--- src/rtl/debug_uart_pkg.sv ---
// Shared definitions for the debug UART transmit path: FSM states, bit timing
// constants and the autobaud-compatible bit period helper.
package debug_uart_pkg;

    localparam int unsigned BIT_SCALE    = 32;
    localparam int unsigned HALF_BUCKET  = 16;
    localparam int unsigned FRAME_BITS   = 10;
    localparam int unsigned DIV_W        = 8;
    localparam int unsigned BIT_CNT_W    = 13;
    localparam int unsigned GUARD_CNT_W  = 15;
    localparam int unsigned SYNC_CNT_W   = 4;
    localparam int unsigned BIT_IDX_W    = 4;
    localparam logic [7:0]  SYNC_PATTERN = 8'h55;

    typedef enum logic [2:0] {
        ST_IDLE  = 3'd0,
        ST_START = 3'd1,
        ST_DATA  = 3'd2,
        ST_STOP  = 3'd3,
        ST_GUARD = 3'd4
    } uart_state_e;

    // Centred in the receiver's 32-clock bucket so pulse_width[12:5] == div.
    function automatic logic [BIT_CNT_W-1:0] bit_period(input logic [DIV_W-1:0] d);
        return BIT_CNT_W'(d) * BIT_CNT_W'(BIT_SCALE) + BIT_CNT_W'(HALF_BUCKET);
    endfunction

endpackage

--- src/rtl/debug_baud_tick.sv ---
// Bit-period timer: emits a one-cycle tick at the end of every bit period
// of 32*div_q+16 clocks; restart holds the count at zero.
module debug_baud_tick
    import debug_uart_pkg::*;
(
    input  logic             clk,
    input  logic             rst_n,
    input  logic [DIV_W-1:0] div_q,
    input  logic             restart,
    output logic             tick_c
);

    logic [BIT_CNT_W-1:0] cnt_q;
    logic [BIT_CNT_W-1:0] cnt_d;
    logic [BIT_CNT_W-1:0] last_c;
    logic                 at_end_c;

    assign last_c   = bit_period(div_q) - BIT_CNT_W'(1);
    assign at_end_c = (cnt_q >= last_c);
    assign tick_c   = at_end_c && !restart;

    always_comb begin
        cnt_d = cnt_q + BIT_CNT_W'(1);
        if (restart || at_end_c) begin
            cnt_d = '0;
        end
    end

    always_ff @(posedge clk) begin
        if (!rst_n) begin
            cnt_q <= '0;
        end else begin
            cnt_q <= cnt_d;
        end
    end

endmodule

--- src/rtl/debug_baud_sync_tx.sv ---
// Debug UART transmitter (8N1) with autobaud training: sends SYNC_BYTES x 0x55
// followed by a guard idle period, then ordinary data bytes.
module debug_baud_sync_tx
    import debug_uart_pkg::*;
#(
    parameter int unsigned SYNC_BYTES = 4,
    parameter int unsigned GUARD_CLKS = 16384
) (
    input  logic             clk,
    input  logic             rst_n,
    input  logic             div_wr,
    input  logic [DIV_W-1:0] div,
    input  logic             sync_req,
    input  logic             tx_valid,
    input  logic [7:0]       tx_data,
    output logic             tx_ready,
    output logic             tx,
    output logic             busy,
    output logic             sync_done
);

    uart_state_e            state_q, state_d;
    logic [DIV_W-1:0]       div_q, div_d;
    logic [DIV_W-1:0]       div_pend_q, div_pend_d;
    logic                   sync_pend_q, sync_pend_d;
    logic                   sync_mode_q, sync_mode_d;
    logic [SYNC_CNT_W-1:0]  sync_cnt_q, sync_cnt_d;
    logic [BIT_IDX_W-1:0]   bit_idx_q, bit_idx_d;
    logic [GUARD_CNT_W-1:0] guard_cnt_q, guard_cnt_d;
    logic [7:0]             shreg_q, shreg_d;
    logic                   tx_q, tx_d;
    logic                   busy_q, busy_d;
    logic                   sync_done_q, sync_done_d;

    logic tick_c;
    logic restart_c;
    logic div_ok_c;
    logic sync_go_c;
    logic accept_c;

    // A pending sync wins over data, including a request arriving this cycle.
    assign div_ok_c  = (div_pend_q != '0);
    assign sync_go_c = div_ok_c && (sync_pend_q || sync_req);
    assign tx_ready  = (state_q == ST_IDLE) && div_ok_c && !sync_pend_q && !sync_req;
    assign accept_c  = tx_valid && tx_ready;
    assign restart_c = (state_q == ST_IDLE) || (state_q == ST_GUARD);

    assign tx        = tx_q;
    assign busy      = busy_q;
    assign sync_done = sync_done_q;

    debug_baud_tick u_tick (
        .clk     (clk),
        .rst_n   (rst_n),
        .div_q   (div_q),
        .restart (restart_c),
        .tick_c  (tick_c)
    );

    always_comb begin
        state_d     = state_q;
        div_d       = div_q;
        div_pend_d  = div_pend_q;
        sync_pend_d = sync_pend_q || sync_req;
        sync_mode_d = sync_mode_q;
        sync_cnt_d  = sync_cnt_q;
        bit_idx_d   = bit_idx_q;
        guard_cnt_d = guard_cnt_q;
        shreg_d     = shreg_q;
        tx_d        = tx_q;

        if (div_wr && (div != '0)) begin
            div_pend_d = div;
        end

        unique case (state_q)
            ST_IDLE: begin
                div_d = div_pend_q;
                if (sync_go_c) begin
                    state_d     = ST_START;
                    shreg_d     = SYNC_PATTERN;
                    sync_mode_d = 1'b1;
                    sync_cnt_d  = SYNC_CNT_W'(SYNC_BYTES - 1);
                    sync_pend_d = 1'b0;
                    bit_idx_d   = '0;
                    tx_d        = 1'b0;
                end else if (accept_c) begin
                    state_d     = ST_START;
                    shreg_d     = tx_data;
                    sync_mode_d = 1'b0;
                    bit_idx_d   = '0;
                    tx_d        = 1'b0;
                end
            end
            ST_START: begin
                if (tick_c) begin
                    state_d   = ST_DATA;
                    bit_idx_d = bit_idx_q + BIT_IDX_W'(1);
                    tx_d      = shreg_q[0];
                end
            end
            ST_DATA: begin
                if (tick_c) begin
                    bit_idx_d = bit_idx_q + BIT_IDX_W'(1);
                    if (bit_idx_q == BIT_IDX_W'(FRAME_BITS - 2)) begin
                        state_d = ST_STOP;
                        tx_d    = 1'b1;
                    end else begin
                        shreg_d = shreg_q >> 1;
                        tx_d    = shreg_q[1];
                    end
                end
            end
            ST_STOP: begin
                if (tick_c) begin
                    if (sync_mode_q && (sync_cnt_q != '0)) begin
                        state_d    = ST_START;
                        div_d      = div_pend_q;
                        shreg_d    = SYNC_PATTERN;
                        sync_cnt_d = sync_cnt_q - SYNC_CNT_W'(1);
                        bit_idx_d  = '0;
                        tx_d       = 1'b0;
                    end else if (sync_mode_q) begin
                        state_d     = ST_GUARD;
                        sync_mode_d = 1'b0;
                        guard_cnt_d = '0;
                    end else begin
                        state_d = ST_IDLE;
                    end
                end
            end
            ST_GUARD: begin
                // A sync queued during the guard restarts training with no data slot.
                if (guard_cnt_q == GUARD_CNT_W'(GUARD_CLKS - 1)) begin
                    if (sync_go_c) begin
                        state_d     = ST_START;
                        div_d       = div_pend_q;
                        shreg_d     = SYNC_PATTERN;
                        sync_mode_d = 1'b1;
                        sync_cnt_d  = SYNC_CNT_W'(SYNC_BYTES - 1);
                        sync_pend_d = 1'b0;
                        bit_idx_d   = '0;
                        tx_d        = 1'b0;
                    end else begin
                        state_d = ST_IDLE;
                    end
                end else begin
                    guard_cnt_d = guard_cnt_q + GUARD_CNT_W'(1);
                end
            end
            default: begin
                state_d = ST_IDLE;
                tx_d    = 1'b1;
            end
        endcase

        sync_done_d = (state_d == ST_GUARD) && (guard_cnt_d == GUARD_CNT_W'(GUARD_CLKS - 1));
        busy_d      = (state_d != ST_IDLE);
    end

    always_ff @(posedge clk) begin
        if (!rst_n) begin
            state_q     <= ST_IDLE;
            div_q       <= '0;
            div_pend_q  <= '0;
            sync_pend_q <= 1'b0;
            sync_mode_q <= 1'b0;
            sync_cnt_q  <= '0;
            bit_idx_q   <= '0;
            guard_cnt_q <= '0;
            shreg_q     <= '0;
            tx_q        <= 1'b1;
            busy_q      <= 1'b0;
            sync_done_q <= 1'b0;
        end else begin
            state_q     <= state_d;
            div_q       <= div_d;
            div_pend_q  <= div_pend_d;
            sync_pend_q <= sync_pend_d;
            sync_mode_q <= sync_mode_d;
            sync_cnt_q  <= sync_cnt_d;
            bit_idx_q   <= bit_idx_d;
            guard_cnt_q <= guard_cnt_d;
            shreg_q     <= shreg_d;
            tx_q        <= tx_d;
            busy_q      <= busy_d;
            sync_done_q <= sync_done_d;
        end
    end

endmodule
--- config.mk ---
export PLATFORM = sky130hd
export DESIGN_NAME = debug_baud_sync_tx
export DESIGN_NICKNAME = d
export VERILOG_FILES = /design/src/rtl/debug_uart_pkg.sv /design/src/rtl/debug_baud_tick.sv /design/src/rtl/debug_baud_sync_tx.sv
export SDC_FILE = /design/constraint.sdc
export NUM_CORES = 1
export LEC_CHECK = 0
export BUFFER_PORTS_ARGS = -buffer_cell sky130_fd_sc_hd__buf_2
export CAP_MARGIN = 20
export CORE_UTILIZATION = 55
export DETAILED_ROUTE_END_ITERATION = 10
export GPL_TIMING_DRIVEN = 0
export PLACE_DENSITY = 0.8
export SETUP_SLACK_MARGIN = 0.02
export SYNTH_ARGS = -nofsm -noshare
export SYNTH_HDL_FRONTEND = slang
export SYNTH_SLANG_ARGS = --single-unit
--- constraint.sdc ---
create_clock -name clk -period 2.5 [get_ports clk]
set_clock_uncertainty 0.1 [all_clocks]
set_input_delay 0.125 -clock clk [delete_from_list [all_inputs] [get_ports clk]]
set_output_delay 0.125 -clock clk [all_outputs]
set_load 0.01 [all_outputs]
* After elaboration in Yosys (flattened, before gate mapping)
Cells that the tools add are included.
** Storage, ports and cells
- Register bits :: 68
- Output and inout port bits :: 4
- Logic and storage cells :: 132
** Operators by class
- Add/subtract/negate cells :: 6
- Order comparisons :: 1
- Equal/unequal tests :: 18
- Multiplexer cells :: 62
- Bitwise logic cells :: 1
- Reduce and logical (&&, ||, !) cells :: 31
** Operators with widths (count)
- 8-bit two-way mux :: 12
- 15-bit two-way mux :: 4
- 4-bit two-way mux :: 11
- 8-bit one-hot mux with 4 select lines :: 1
- 15-bit by 14-bit equality test with 1-bit output, second input constant :: 2
- 15-bit one-hot mux with 2 select lines :: 1
- 3-bit two-way mux :: 9
- 8-bit one-hot mux with 3 select lines :: 1
- 1-bit two-way mux :: 17
- 4-bit one-hot mux with 4 select lines :: 1
- 8-bit nonzero test :: 2
- 15-bit by 1-bit adder with 15-bit output, second input constant :: 1
- 3-bit one-hot mux with 5 select lines :: 1
- 2-bit != test, second input constant :: 7
- 7-bit AND reduction :: 2
- 13-bit by 1-bit adder with 13-bit output, second input constant :: 1
- 13-bit by 5-bit adder with 13-bit output, second input constant :: 1
- 13-bit >= comparator :: 1
- 13-bit by 1-bit subtractor with 13-bit output, second input constant :: 1
- 4-bit one-hot mux with 3 select lines :: 1
- 4-bit nonzero test :: 3
- 1-bit logical AND :: 9
- 8-bit AND reduction :: 1
- 3-bit by 2-bit equality test with 1-bit output, second input constant :: 2
- 19 further kinds :: 27

* Longest topological paths before layout
Gate-level depths: netlist of run 1.
- Depth after elaboration :: 10
- Depth in mapped cells :: 10
- Depth with buffers taken out :: 9

* Hierarchy
From an unflattened synthesis of run 1, not the netlist that was laid out.
** Unflattened totals
- Cells, all modules :: 445
- Area, all modules :: 3689.8 um2
** By module, submodules not included
- debug_baud_sync_tx :: times used 1, cells each 353, area each 2896.5 um2
- debug_baud_tick :: times used 1, cells each 92, area each 793.3 um2

* Least setup slack after synthesis of run 1
Ideal clock, no wire load.
- Path type :: register to register
- Start point :: register sync_cnt_q[0]
- End point :: register guard_cnt_q[13]
- Data arrival time :: 2.065 ns
- Data required time :: 2.285 ns
- Setup slack :: 0.220 ns
- Stages on the path, launching flop included :: 10
- Clock period less this slack :: 2.280 ns
- Cells stage by stage :: dfxtp_1 -> inv_1 -> ha_1 -> or3b_4 -> nor3b_4 -> o2111ai_2 -> and2_1 -> buf_6 -> a221o_1 -> and2_1
** On the way
- Word-level cells in the longest chain between the ends :: 5
** RTL lines
- start: declaration :: RTL line debug_baud_sync_tx.sv:27 : logic [SYNC_CNT_W-1:0] sync_cnt_q, sync_cnt_d;
- start signal: assignment :: RTL line debug_baud_sync_tx.sv:181 : sync_cnt_q <= sync_cnt_d;
- 4-bit nonzero test :: RTL line debug_baud_sync_tx.sv:116 : if (sync_mode_q && (sync_cnt_q != '0)) begin
- 1-bit logical AND :: RTL line debug_baud_sync_tx.sv:116
- 15-bit two-way mux :: RTL line debug_baud_sync_tx.sv:116
- 15-bit two-way mux :: RTL line debug_baud_sync_tx.sv:115 : if (tick_c) begin
- 15-bit one-hot mux with 2 select lines :: RTL line debug_baud_sync_tx.sv:76 : unique case (state_q)
- end signal: assignment :: RTL line debug_baud_sync_tx.sv:183 : guard_cnt_q <= guard_cnt_d;
- end: declaration :: RTL line debug_baud_sync_tx.sv:29 : logic [GUARD_CNT_W-1:0] guard_cnt_q, guard_cnt_d;
No other way between the ends.
A chain may end at the register's enable or synchronous reset.

* Worst setup path after layout of run 1
- Start point :: register sync_cnt_q[0]
- End point :: register sync_done_q, in the netlist sync_done
** On the way
- Word-level cells in the longest chain between the ends :: 7
- Elaborated cells on any way between the ends :: 11
- Classes of those cells :: eq/ne: 2; mux: 6; reduce/logical: 3
** RTL lines
- 4-bit nonzero test (*) :: RTL line debug_baud_sync_tx.sv:116
- 1-bit logical AND (*) :: RTL line debug_baud_sync_tx.sv:116
- 15-bit two-way mux / 3-bit two-way mux (equally long branches) :: RTL line debug_baud_sync_tx.sv:116
- 15-bit two-way mux / 3-bit two-way mux (equally long branches) :: RTL line debug_baud_sync_tx.sv:115
- 15-bit one-hot mux with 2 select lines / 3-bit one-hot mux with 5 select lines (equally long branches) :: RTL line debug_baud_sync_tx.sv:76
- 15-bit by 14-bit equality test with 1-bit output / 3-bit equality test (equally long branches) :: RTL line debug_baud_sync_tx.sv:157 : sync_done_d = (state_d == ST_GUARD) && (guard_cnt_d == GUARD_CNT_W'(GUARD_CLKS - 1));
- 1-bit logical AND (*) :: RTL line debug_baud_sync_tx.sv:157
- end signal: assignment :: RTL line debug_baud_sync_tx.sv:187 : sync_done_q <= sync_done_d;
- end: declaration :: RTL line debug_baud_sync_tx.sv:33 : logic sync_done_q, sync_done_d;
Every way passes the cells marked *; elsewhere a longest branch is shown, timed or not.

==> Implementation_results.wiki, run 1 <==
{| class="wikitable"
! Metric !! Value
|-
| Worst-path fanout max || 4
|-
| WL per Instance || 15.53 microns
|-
| Overall die height || 84.14 microns
|-
| Total placed instance area || 0.003918 sq mm
|-
| Vias in the first global route || 3366
|-
| # nets final || 547
|-
| Highest clock rate || 416.4 MHz
|-
| Post-synth EDFFs || 0
|-
| Result of the run || complete, but fails checks
|-
| Critical path's top delay family || simple AND/OR/NAND/NOR gates
|-
| Worst setup path class || flip-flop to flip-flop
|-
| Global-route usage over all layers || 26.81%
|-
| Number of instances in the synthesized netlist || 461
|-
| Final worst setup slack || 0.09832 ns
|-
| Violations in the final reports || design-rule violations
|-
| Number of nets produced by synthesis || 496
|-
| 1st-pass router iterations || 8
|-
| Crit path capture type || flip-flop
|-
| Number of instances on the worst hold path || 3
|-
| Most frequent standard cell in the layout excluding fill and tap cells || sky130_fd_sc_hd__dfxtp_1
|-
| Clock slew seen by the registers of the worst setup and hold paths || 0.08 ns
|-
| Leading cell types in the layout, fill and taps excluded || 65 x sky130_fd_sc_hd__dfxtp_1, 56 x sky130_fd_sc_hd__nor2_1, 54 x sky130_fd_sc_hd__nand2_1
|-
| YS warnings || 0
|-
| RSZ-0062 raised after global routing || true
|-
| Area growth from synthesis to layout || 17.40%
|-
| Worst min path class || primary input to flip-flop
|-
| Required arrival time at the worst endpoint || 2.68 ns
|-
| Core Rows || 29
|-
| Final GP Congestion || 0.9515
|-
| Placement Setup Slack || -0.05008 ns
|-
| Slack of the worst reg-to-reg path || 0.1 ns
|-
| Antenna diode instance count || 0
|-
| Total negative slack for setup checks || 0 ns
|-
| Post-DP HPWL || 6245 microns
|-
| Synthesized flop and latch total || 68
|-
| CTS sink cnt || 68
|-
| Clock latency at the later pin of the worst-skew pair || 0.36 ns
|-
| Gr ovfl total || 0
|-
| Grt peak-use layer || met2
|-
| Fraction of layout cells with a size suffix above 1 || 17.60%
|-
| Share of flip-flops with an asynchronous set or reset || 0%
|-
| CTS Buf Count || 9
|-
| Worst IR Drop VDD || 0.3569 mV
|-
| Proportion of synthesized chip area in sequential cells || 36.68%
|-
| Drt first-iter violations || 207
|-
| Static Leakage || 1.775 nW
|-
| Summed instance area of the synthesized netlist || 0.003711 sq mm
|-
| Final instance area || 0.004357 sq mm
|-
| Fraction of met1 tracks used by global routing || 34.34%
|-
| H-tree depth || 3
|-
| Length in cells of the worst reg-to-reg path || 9
|-
| Starting density of the core || 57.78%
|-
| Vias per cell || 6.096
|-
| Initial antenna violation count || 0
|-
| Total via count after detailed routing || 3621
|-
| Drt total wl || 9225 microns
|-
| Portion of the clock cycle consumed by the worst path in the final layout || 96.07%
|-
| Kind of start point of the critical path || flip-flop
|-
| Number of different library cells in the post-synthesis netlist || 58
|-
| Buffers on Ports || 22
|-
| M3 GR Usage || 5.113%
|-
| Endpoints failing setup || 0
|-
| Critical path buffers and inverters || 1
|-
| Critical path's largest stage delay || 0.39 ns
|-
| Clock tree from TritonCTS || yes
|-
| Detail Route Antenna Nets || 0
|-
| Min cycle time layout || 2.402 ns
|-
| Ordered cell list for the critical path || inv_2, ha_1, or3b_4, nor3b_4, o2111ai_2, a31o_1, nor4_2, o2111ai_1, nor3_2
|-
| Final hold viol count || 0
|-
| Power density over cell area || 565.6 mW/mm^2
|-
| Maximum clock path buffer count || 2
|-
| Dominant synthesized flop cell || sky130_fd_sc_hd__dfxtp_1
|-
| Data arrival time of the critical path || 2.59 ns
|-
| DR DRC count || 2
|-
| Logic depth of the worst path, buffers included || 9
|-
| Pin count of the biggest net entering global routing || 14
|-
| Max_cap viols || 0
|-
| Die Outline Area || 0.007080 sq mm
|-
| Mean cell area of the mapped netlist || 8.050 sq um
|-
| Critical-path top delay cell || sky130_fd_sc_hd__or3b_4
|-
| Final count of pins violating max slew || 0
|-
| Slew at the pin with the worst max-slew slack || 0.6096 ns
|-
| Top-level I/O count || 25
|-
| Core area || 0.006422 sq mm
|-
| Wire length of the first global-routing pass || 15160 microns
|-
| Die X-Extent || 84.14 microns
|-
| CTS Root Buffer Type || sky130_fd_sc_hd__clkbuf_8
|-
| Normalized max-slew margin || 59.36%
|-
| M2 GR Usage || 42.85%
|}
[tightest hold or removal path, stage by stage]
cell                       delay [ns]
sky130_fd_sc_hd__buf_2           0.08
sky130_fd_sc_hd__o221ai_1        0.09
sky130_fd_sc_hd__mux2i_1         0.13
[timing repair]
action	in CTS	in global routing
endpoints found under the setup margin	20	25
buffers inserted	4	5
gates resized for setup	4	17
pin swaps	3	10
hold buffers	10	0
endpoints found under the hold margin	10	0
[per-stage QoR]
stage	cells	hold WS [ns]	power, mW	utilization, %
after global routing	594	0.03450	2.565	67.84
after global placement	560	0.2825	1.505	61.00
after floorplan	461	0.1610	1.429	-
after CTS	590	0.01045	2.442	66.32
final	594	0.01183	2.464	67.84
after detailed placement	560	0.2825	1.514	61.00
[sequential cells by signal (all words and copies together), names as in the netlist]
name and cells:
bit_idx_q 4, busy 1, div_pend_q 8, div_q 8, guard_cnt_q 15, shreg_q 8, state_q 3, sync_cnt_q 4
sync_done 1, sync_mode_q 1, sync_pend_q 1, tx 1, u_tick.cnt_q 13
[cell families after synthesis]
| logic type | Yosys count | share of synthesized area (%) |
|---|---|---|
| xor+xnor | 13 | 3.068 |
| fa+ha+maj | 14 | 4.720 |
| simple gates | 201 | 26.64 |
| mux | 19 | 5.125 |
| compound gates | 107 | 19.39 |
| flops | 68 | 36.68 |
| buf+inv | 39 | 4.383 |
[power breakdown]
| part | switching (mW) | internal [mW] | total [mW] |
|---|---|---|---|
| sequential | 0.0380 | 1.14 | 1.17 |
| combinational | 0.201 | 0.162 | 0.363 |
| clock | 0.461 | 0.465 | 0.927 |
[layer usage]
metal,wire [microns],part of all wire (%)
met5,0,0
met4,296,3.2
met3,609,6.6
met2,4288,46
met1,4030,44
[synthesized netlist by cell type (4+ instances only)]
master | n | area [sq um]
sky130_fd_sc_hd__a211oi_1 | 7 | 52.55
sky130_fd_sc_hd__a21o_1 | 4 | 30.03
sky130_fd_sc_hd__a21oi_1 | 28 | 140.1
sky130_fd_sc_hd__a31oi_1 | 8 | 50.05
sky130_fd_sc_hd__and2_1 | 9 | 56.30
sky130_fd_sc_hd__and3_1 | 10 | 62.56
sky130_fd_sc_hd__buf_2 | 4 | 20.02
sky130_fd_sc_hd__clkbuf_1 | 13 | 48.80
sky130_fd_sc_hd__dfxtp_1 | 68 | 1361
sky130_fd_sc_hd__ha_1 | 14 | 175.2
sky130_fd_sc_hd__inv_1 | 20 | 75.07
sky130_fd_sc_hd__mux2i_1 | 19 | 190.2
sky130_fd_sc_hd__nand2_1 | 55 | 206.5
sky130_fd_sc_hd__nand2b_1 | 4 | 25.02
sky130_fd_sc_hd__nand3_1 | 27 | 135.1
sky130_fd_sc_hd__nand4_1 | 6 | 37.54
sky130_fd_sc_hd__nor2_1 | 56 | 210.2
sky130_fd_sc_hd__nor3_1 | 10 | 50.05
sky130_fd_sc_hd__o21ai_0 | 12 | 60.06
sky130_fd_sc_hd__o21ai_1 | 7 | 35.03
sky130_fd_sc_hd__o221ai_1 | 5 | 43.79
sky130_fd_sc_hd__o22ai_1 | 4 | 25.02
sky130_fd_sc_hd__or2_2 | 4 | 25.02
sky130_fd_sc_hd__xnor2_1 | 4 | 35.03
sky130_fd_sc_hd__xor2_1 | 9 | 78.83
[layout make-up]
cell class	instances	area, sq um
tap	77	96.34
inverter	20	75.07
clock inverter	7	75.07
buffer	18	80.08
timing repair buffer	41	290.3
sequential	68	1365
clock buffer	9	123.9
fill	538	2066
multi-input combinational	354	2251
[path summary, 6_finish.rpt]
kind	end	start
max	sync_done	sync_cnt_q[0]
min	shreg_q[2]	tx_data[2]
max reg2reg	sync_done	sync_cnt_q[0]
min reg2reg	shreg_q[3]	shreg_q[3]
Power figures use the tool's default switching activity.
==> run 2, diff against run 1 <==
- CORE_UTILIZATION: 55 -> 25
- PLACE_DENSITY: 0.8 -> 0.46
- clock period: 2.5 -> 2.4 ns (I/O delays scaled with it)
==> run 2 against run 1 <==
Core utilization shrank 34 points. Critical path type unchanged. Total power up 21%. Largest cell class unchanged. The run now ends clean. Sequential share of layout area down 2.9 points. Critical endpoint is now guard_cnt_q[13].
==> Implementation_results.wiki, run 2 (same netlist as run 1, synthesis figures left out) <==
{| class="wikitable"
! Metric !! Value
|-
| Gr ovfl total || 0 (unchanged)
|-
| Fraction of layout cells with a size suffix above 1 || 25.09% (was 17.60%)
|-
| Final hold viol count || 0 (unchanged)
|-
| CTS Root Buffer Type || sky130_fd_sc_hd__clkbuf_16 (was sky130_fd_sc_hd__clkbuf_8)
|-
| Total via count after detailed routing || 3546 (was 3621)
|-
| Placement Setup Slack || -0.2556 ns (was -0.05008 ns)
|-
| Largest registers || guard_cnt_q x15, u_tick.cnt_q x13 (unchanged)
|-
| Worst setup path startpoint || sync_cnt_q[1] (was sync_cnt_q[0])
|-
| Worst setup path class || flip-flop to flip-flop (unchanged)
|-
| Die Outline Area || 0.01534 sq mm (was 0.007080 sq mm)
|-
| Crit path capture type || flip-flop (unchanged)
|-
| Final count of pins violating max slew || 0 (unchanged)
|-
| Final GP Congestion || 0.8492 (was 0.9515)
|-
| RSZ-0062 raised after global routing || true (unchanged)
|-
| Result of the run || completed (was complete, but fails checks)
|-
| Fillers || 1566 (was 538)
|-
| Maximum clock path buffer count || 2 (unchanged)
|-
| Buffers on Ports || 22 (unchanged)
|-
| Clock latency at the later pin of the worst-skew pair || 0.34 ns (was 0.36 ns)
|-
| Vias per cell || 4.966 (was 6.096)
|-
| Worst IR Drop VDD || 0.3814 mV (was 0.3569 mV)
|-
| Portion of the clock cycle consumed by the worst path in the final layout || 99.19% (was 96.07%)
|-
| Register containing the most flip-flops in the final layout || guard_cnt_q (unchanged)
|-
| Power density over cell area || 611.8 mW/mm^2 (was 565.6 mW/mm^2)
|-
| Launch instance of the worst register-to-register path || sync_cnt_q[1] (was sync_cnt_q[0])
|-
| Clock tree from TritonCTS || yes (unchanged)
|-
| Slew at the pin with the worst max-slew slack || 0.6300 ns (was 0.6096 ns)
|-
| Required arrival time at the worst endpoint || 2.54 ns (was 2.68 ns)
|-
| Normalized max-slew margin || 58.00% (was 59.36%)
|-
| Endpoints failing setup || 0 (unchanged)
|-
| Top-level I/O count || 25 (unchanged)
|-
| Area growth from synthesis to layout || 31.15% (was 17.40%)
|-
| Core Rows || 44 (was 29)
|-
| Clock slew seen by the registers of the worst setup and hold paths || 0.05 ns (was 0.08 ns)
|-
| Antenna diode instance count || 0 (unchanged)
|-
| Core area || 0.01453 sq mm (was 0.006422 sq mm)
|-
| 1st-pass router iterations || 5 (was 8)
|-
| Pin count of the biggest net entering global routing || 12 (was 14)
|-
| Final instance count without filler cells || 714 (was 594)
|-
| Kind of start point of the critical path || flip-flop (unchanged)
|-
| Worst-path fanout max || 5 (was 4)
|-
| CTS Buf Count || 9 (unchanged)
|-
| Final worst setup slack || 0.01940 ns (was 0.09832 ns)
|-
| # nets final || 560 (was 547)
|-
| Static Leakage || 1.920 nW (was 1.775 nW)
|-
| H-tree depth || 3 (unchanged)
|-
| Cells after DPL || 667 (was 560)
|-
| CTS sink cnt || 68 (unchanged)
|-
| Total negative slack for setup checks || 0 ns (unchanged)
|-
| Drt first-iter violations || 222 (was 207)
|-
| Vias in the first global route || 3371 (was 3366)
|-
| Max_cap viols || 0 (unchanged)
|-
| Data arrival time of the critical path || 2.52 ns (was 2.59 ns)
|-
| WL per Instance || 14.69 microns (was 15.53 microns)
|-
| Max reg flops || 15 (unchanged)
|-
| Worst min path class || primary input to flip-flop (unchanged)
|-
| Slack of the worst reg-to-reg path || 0.02 ns (was 0.1 ns)
|-
| Area taken by flip-flops and latches || 0.001383 sq mm (was 0.001365 sq mm)
|-
| DR DRC count || 0 (was 2)
|-
| Detail Route Antenna Nets || 0 (unchanged)
|-
| Drt total wl || 10490 microns (was 9225 microns)
|-
| Global-route usage over all layers || 14.58% (was 26.81%)
|-
| Final core utilization || 33.49% (was 67.84%)
|-
| Die X-Extent || 123.8 microns (was 84.14 microns)
|-
| Starting density of the core || 25.53% (was 57.78%)
|-
| Post-DP HPWL || 7186 microns (was 6245 microns)
|-
| Highest clock rate || 420.1 MHz (was 416.4 MHz)
|-
| Area taken by multi-input logic gates || 0.002414 sq mm (was 0.002251 sq mm)
|-
| Initial antenna violation count || 0 (unchanged)
|-
| Min cycle time layout || 2.381 ns (was 2.402 ns)
|-
| Overall die height || 123.8 microns (was 84.14 microns)
|-
| Most frequent standard cell in the layout excluding fill and tap cells || sky130_fd_sc_hd__nor2_1 (was sky130_fd_sc_hd__dfxtp_1)
|-
| Leading cell types in the layout, fill and taps excluded || 55 x sky130_fd_sc_hd__nor2_1, 54 x sky130_fd_sc_hd__nand2_1, 53 x sky130_fd_sc_hd__dfxtp_1 (was 65 x sky130_fd_sc_hd__dfxtp_1, 56 x sky130_fd_sc_hd__nor2_1, 54 x sky130_fd_sc_hd__nand2_1)
|-
| Wire length of the first global-routing pass || 16810 microns (was 15160 microns)
|-
| Launch point of the worst hold path || tx_data[2] (unchanged)
|}
run 2: cell types whose count changed in the layout (fill, tap and decap cells not counted), sizes merged:
| cell | previous run | this run |
|---|---|---|
| clkbuf | 22 | 26 |
| buf | 36 | 49 |
| inv | 21 | 20 |
| clkinv | 5 | 3 |
| dlygate4sd3 | 10 | 9 |
run 2: final cells by class:
cell class	count	share of cell area, %
inverter	20	1.542
clock inverter	4	1.003
multi-input combinational	354	49.59
buffer	18	1.722
clock buffer	12	5.064
sequential	68	28.41
timing repair buffer	54	7.943
tap	184	4.730
run 2: worst max-delay path, cell delays in order (launching register included):
cell and delay, ns:
sky130_fd_sc_hd__dfxtp_2 0.32, sky130_fd_sc_hd__inv_2 0.06, sky130_fd_sc_hd__ha_2 0.15, sky130_fd_sc_hd__or3b_4 0.40, sky130_fd_sc_hd__nor3b_4 0.27, sky130_fd_sc_hd__buf_6 0.15
sky130_fd_sc_hd__a31oi_4 0.08, sky130_fd_sc_hd__and2_4 0.22, sky130_fd_sc_hd__a221o_1 0.37, sky130_fd_sc_hd__and2_1 0.16
run 2: layer usage:
layer / GRT usage, % / routed length, microns / vias up
met4: 9.111 / 304 / 0
met1: 18.42 / 5086 / 1707
met3: 3.022 / 287 / 15
met5: 0 / 0 / -
met2: 22.57 / 4812 / 46
li1: - / - / 1778
run 2: repair_timing:
| item | in CTS | in global routing |
|---|---|---|
| pin swaps | 15 | 15 |
| endpoints found under the hold margin | 9 | 0 |
| gates resized for setup | 34 | 35 |
| buffers inserted | 11 | 12 |
| hold buffers | 9 | 0 |
| endpoints found under the setup margin | 41 | 41 |
run 2: per-stage QoR:
step                instance area (sq um)  total power, mW  hold slack [ns]
floorplan                            3711            1.489           0.1560
global placement                     4051            1.583           0.2769
detailed placement                   4051            1.589           0.2822
CTS                                  4669            2.998         0.007816
global route                         4867            3.108          0.02723
finish                               4867            2.978          0.01976
run 2: final timing paths:
kind	depth (start not counted)	to
min	3	shreg_q[2]
max	9	guard_cnt_q[13]
min reg2reg	2	shreg_q[2]
max reg2reg	9	guard_cnt_q[13]
run 2: report_power, final:
part	switching, mW	internal, mW
Clock	0.505	0.831
Combinational	0.225	0.189
Sequential	0.0408	1.19
